File: config.mk
export PLATFORM = sky130hd
export DESIGN_NAME = pipelined_segment_adder
export DESIGN_NICKNAME = d
export VERILOG_FILES = /design/src/rtl/pipelined_segment_adder.sv
export SDC_FILE = /design/constraint.sdc
export NUM_CORES = 1
export LEC_CHECK = 0
export BUFFER_PORTS_ARGS = -buffer_cell sky130_fd_sc_hd__buf_2
export CELL_PAD_IN_SITES_DETAIL_PLACEMENT = 0
export CELL_PAD_IN_SITES_GLOBAL_PLACEMENT = 1
export CORE_MARGIN = 2
export CORE_UTILIZATION = 51
export DETAILED_ROUTE_END_ITERATION = 8
export PLACE_DENSITY_LB_ADDON = 0.1
export SLEW_MARGIN = 20
export SYNTH_ARGS = -nofsm -noshare
export SYNTH_HDL_FRONTEND = slang
export SYNTH_SLANG_ARGS = --single-unit
File: constraint.sdc
create_clock -name clk -period 8.2 [get_ports clk]
set_input_delay 0.41 -clock clk [delete_from_list [all_inputs] [get_ports clk]]
set_output_delay 0.41 -clock clk [all_outputs]
set_load 0.01 [all_outputs]
File: src/rtl/pipelined_segment_adder.sv
// pipelined_segment_adder
// WIDTH-bit add/subtract split into NSEG = WIDTH/SEG_WIDTH ripple segments.
// Each pipeline rank adds one segment and registers its carry for the next
// rank. Operand bits that have not been added yet, and sum bits that are
// already finished, travel with the beat.
//
// Handshake: a beat transfers in when in_valid & in_ready, and transfers out
// when out_valid & out_ready. The pipe advances as a whole when the output
// register is empty or is being drained (advance = !out_valid | out_ready).
// in_ready equals advance and never depends on in_valid. When the pipe is not
// advancing, every rank holds its contents.
module pipelined_segment_adder #(
   parameter int WIDTH     = 16,
   parameter int SEG_WIDTH = 4
) (
   input  logic             clk,
   input  logic             rst,
   input  logic             in_valid,
   output logic             in_ready,
   input  logic [WIDTH-1:0] a,
   input  logic [WIDTH-1:0] b,
   input  logic             c,
   input  logic             sub,
   output logic             out_valid,
   input  logic             out_ready,
   output logic [WIDTH-1:0] sum,
   output logic             carry,
   output logic             ovf
);

   localparam int NSEG = WIDTH / SEG_WIDTH;

   // Bit-serial ripple over one segment.
   // Returns {carry into segment MSB, carry out, segment sum}.
   function automatic logic [SEG_WIDTH+1:0] seg_add(
      input logic [SEG_WIDTH-1:0] x,
      input logic [SEG_WIDTH-1:0] y,
      input logic                 ci
   );
      logic [SEG_WIDTH-1:0] s;
      logic                 cy;
      logic                 cm;
      s  = '0;
      cy = ci;
      cm = 1'b0;
      for (int i = 0; i < SEG_WIDTH; i++) begin
         if (i == SEG_WIDTH - 1) cm = cy;
         s[i] = x[i] ^ y[i] ^ cy;
         cy   = (x[i] & y[i]) | (cy & (x[i] ^ y[i]));
      end
      return {cm, cy, s};
   endfunction

   // Per-rank pipeline state.
   logic [WIDTH-1:0]     op_a_q [NSEG];
   logic [WIDTH-1:0]     op_a_d [NSEG];
   logic [WIDTH-1:0]     op_b_q [NSEG];
   logic [WIDTH-1:0]     op_b_d [NSEG];
   logic [WIDTH-1:0]     sum_q  [NSEG];
   logic [WIDTH-1:0]     sum_d  [NSEG];
   logic [NSEG-1:0]      cy_q, cy_d;
   logic [NSEG-1:0]      ov_q, ov_d;
   logic [NSEG-1:0]      vld_q, vld_d;
   logic [SEG_WIDTH+1:0] seg_r  [NSEG];

   logic             advance;
   logic [WIDTH-1:0] b_eff;
   logic             cin0;

   assign advance  = ~vld_q[NSEG-1] | out_ready;
   assign in_ready = advance;

   // Subtraction is a + ~b + 1: B is inverted once at capture and the
   // rank-0 carry-in is forced to 1 (c is ignored).
   assign b_eff = sub ? ~b : b;
   assign cin0  = sub | c;

   // Next contents of every rank: rank 0 adds segment 0 of the incoming
   // operands, rank k adds segment k of the beat held in rank k-1.
   always_comb begin
      cy_d  = '0;
      ov_d  = '0;
      vld_d = '0;
      for (int k = 0; k < NSEG; k++) begin
         op_a_d[k] = '0;
         op_b_d[k] = '0;
         sum_d[k]  = '0;
         seg_r[k]  = '0;
      end

      seg_r[0]                  = seg_add(a[SEG_WIDTH-1:0], b_eff[SEG_WIDTH-1:0], cin0);
      op_a_d[0]                 = a;
      op_b_d[0]                 = b_eff;
      sum_d[0][SEG_WIDTH-1:0]   = seg_r[0][SEG_WIDTH-1:0];
      cy_d[0]                   = seg_r[0][SEG_WIDTH];
      ov_d[0]                   = seg_r[0][SEG_WIDTH+1] ^ seg_r[0][SEG_WIDTH];
      vld_d[0]                  = in_valid;

      for (int k = 1; k < NSEG; k++) begin
         seg_r[k]  = seg_add(op_a_q[k-1][k*SEG_WIDTH +: SEG_WIDTH],
                             op_b_q[k-1][k*SEG_WIDTH +: SEG_WIDTH],
                             cy_q[k-1]);
         op_a_d[k] = op_a_q[k-1];
         op_b_d[k] = op_b_q[k-1];
         sum_d[k]  = sum_q[k-1];
         sum_d[k][k*SEG_WIDTH +: SEG_WIDTH] = seg_r[k][SEG_WIDTH-1:0];
         cy_d[k]   = seg_r[k][SEG_WIDTH];
         // Only the last rank's value reaches ovf; it is the carry into the
         // word MSB xor the carry out of the word MSB.
         ov_d[k]   = seg_r[k][SEG_WIDTH+1] ^ seg_r[k][SEG_WIDTH];
         vld_d[k]  = vld_q[k-1];
      end
   end

   // Pipeline registers: clear on reset, shift together on advance, else hold.
   always_ff @(posedge clk) begin
      if (rst) begin
         for (int k = 0; k < NSEG; k++) begin
            op_a_q[k] <= '0;
            op_b_q[k] <= '0;
            sum_q[k]  <= '0;
         end
         cy_q  <= '0;
         ov_q  <= '0;
         vld_q <= '0;
      end else if (advance) begin
         for (int k = 0; k < NSEG; k++) begin
            op_a_q[k] <= op_a_d[k];
            op_b_q[k] <= op_b_d[k];
            sum_q[k]  <= sum_d[k];
         end
         cy_q  <= cy_d;
         ov_q  <= ov_d;
         vld_q <= vld_d;
      end
   end

   // The last rank drives the outputs directly.
   assign out_valid = vld_q[NSEG-1];
   assign sum       = sum_q[NSEG-1];
   assign carry     = cy_q[NSEG-1];
   assign ovf       = ov_q[NSEG-1];

endmodule

==> flow_summary.json <==
{
  "final-max-slew-violation-count": 0,
  "fin_area_um2": 4750,
  "ys_ff_latch": 97,
  "dpl-instance-area_um2": 4540,
  "root_buffer": "clkbuf_8",
  "endpoint_kind": "flip-flop",
  "area_delta_synth_final_pct": 12.6,
  "cts-resized-gates": 0,
  "syn_nets": 340,
  "die_h_um": 94.9,
  "wl_per_cell_um": 12.1,
  "path_clk_slew_ns": 0.09,
  "yosysTopAreaCellShare": 0.627,
  "ys.flop_type": "edfxtp_1",
  "ios": 58,
  "grt_pass1_wl_um": 9380,
  "reg2reg_from": "op_a_q[0][44]$_SDFFCE_PN0P_",
  "rsz0062_at_grt": "false",
  "required_ns": 8.31,
  "dp_hpwl_um": 3280,
  "startpoint_type": "input port",
  "totalPowerFinal_uw": 958,
  "drt_pass1_iterations": 4,
  "min_path_type": "in -> reg",
  "finish.utilization": 0.584,
  "fin_ws_ns": 5.68,
  "synthCells": 286,
  "grt_max_degree": 89,
  "cts_tree": "built",
  "drt_drc_violations_left": 0,
  "h-tree-depth": 3,
  "diodes": 0,
  "period_share": 0.307,
  "fin_crit_ns": 2.52,
  "cts.sinks": 97,
  "synth_edf_count": 88,
  "postRouteAntennaNets": 0,
  "final-hold-violation-count": 0,
  "cts_setup_buffers": 0,
  "yosysSeqAreaShare": 0.669,
  "synthTopCellsByCount": "edfxtp_1 (88), and2_1 (48), inv_1 (25), nor2_1 (25), and2_4 (20)",
  "max_freq_mhz": 397,
  "ys_warn_count": 0,
  "die-width_um": 94.9,
  "synth_area_leader_cell": "edfxtp_1",
  "worstPathMaxFanout": 17,
  "setup_tns_ns": 0,
  "p_leak_nw": 2.03,
  "synth_most_common_cell": "edfxtp_1",
  "clock_latency_ns": 0.35,
  "grt_use_total": 0.140,
  "place_ws_ns": 5.30,
  "gp_congestion": 0.724,
  "powerDensity_nw_per_um2": 202,
  "cts_hold_buffers": 0,
  "dieArea_um2": 9010,
  "finClkSkew_ns": 0.0114,
  "synth_area_leaders": "edfxtp_1 (63%), fa_1 (7.6%), and2_1 (7.1%)",
  "drv_cap": 0,
  "wirelength_um": 5480,
  "vias": 2071,
  "crit_arrival_ns": 2.63,
  "path_class": "in -> reg",
  "cp-startpoint": "sub",
  "first_iter_violations": 82,
  "r2r_setup_slack_ns": 5.98,
  "drive_above_1_share": 0.292,
  "tightest_slew_ns": 0.852,
  "synth_area_um2": 4220,
  "core_um2": 8130,
  "grt_pass1_vias": 1994,
  "synthDistinctLibCells": 21,
  "antenna_found_initial": 0,
  "vdd_ir_drop_max_mv": 0.0850,
  "maxSlewHeadroom": 0.432,
  "nNetsFinal": 395,
  "avgViaCountPerCell": 4.59,
  "portBuffers": 57,
  "rows": 33,
  "async_flop_share": 0,
  "status": "complete, no violations",
  "n_fill_cell": 647,
  "avgSynthCellArea_um2": 14.7,
  "cts_max_path_buffers": 2,
  "min_from": "in_valid",
  "initial_core_util": 0.519,
  "cts_buffers": 9,
  "setup_viol": 0,
  "gr-total-overflow": 0
}
## layer usage
layer	vias to the layer above	wire length, um	global-route usage
met5	-	0	0
met1	969	2610	0.199
li1	1040	-	-
met4	0	104	0.0652
met2	52	2450	0.197
met3	10	315	0.0439
## where the power goes
group          internal, mW  switching, mW  total (mW)
clock                 0.140          0.162       0.302
sequential            0.574        0.00833       0.582
combinational        0.0374         0.0366      0.0740
## sequential cells by signal (all words and copies together) (netlist names)
register / flops
cy_q: 4
ov_q: 1
vld_q: 4
sum_q: 40
op_a_q: 24
op_b_q: 24
## cell families (layout without fill, tap and decap cells)
group,Yosys count,count (layout),share of synthesized area
flops,97,97,0.669
compound gates,8,8,0.0148
buf+inv,40,100,0.0483
xor+xnor,17,17,0.0353
fa+ha+maj,16,16,0.0759
simple gates,108,108,0.156
## worst paths after layout
check	end	cells past startpoint
worst max-delay path	sum_q[0][3]$_SDFFCE_PN0P_	9
worst max register to register	sum_q[0][63]$_SDFFCE_PN0P_	8
worst min-delay path	vld_q[0]$_SDFFE_PP0P_	3
worst min register to register	vld_q[0]$_SDFFE_PP0P_	2
## stage by stage
| step | std cells | hold slack (ns) |
|---|---|---|
| detailed placement | 434 | 0.448 |
| finish | 451 | 0.293 |
| global route | 451 | 0.304 |
| floorplan | 286 | 0.432 |
| global placement | 434 | 0.441 |
| CTS | 450 | 0.281 |
## cell type report
class                   instances  area (um^2)  share of cell area
repair buffers                 58          305              0.0643
inverters                      26         97.6              0.0205
clock inverters                 7         71.3              0.0150
multi-input cells             149         1200               0.252
flip-flops and latches         97         2820               0.594
well taps                     105          131              0.0277
clock buffers                   9          124              0.0261
## cell usage in the layout (no fill, tap or decap), drive strengths merged, types with 2 or more instances in the layout
cell type	Yosys	routed
clkbuf	4	9
a21oi	5	5
buf	10	58
xnor2	15	15
and2	68	68
xor2	2	2
edfxtp	88	88
nand2	10	10
inv	26	26
clkinvlp	0	2
nand2b	2	2
dfxtp	9	9
a211oi	3	3
nor2	26	26
fa	16	16
clkinv	0	4
## worst max-delay path, stage by stage
cell,delay (ns)
buf_2,0.38
xor2_1,0.25
fa_1,0.20
inv_1,0.05
fa_1,0.37
fa_1,0.36
inv_1,0.07
fa_1,0.39
and2_1,0.14
Note: power is estimated with default switching activity, not from simulation.
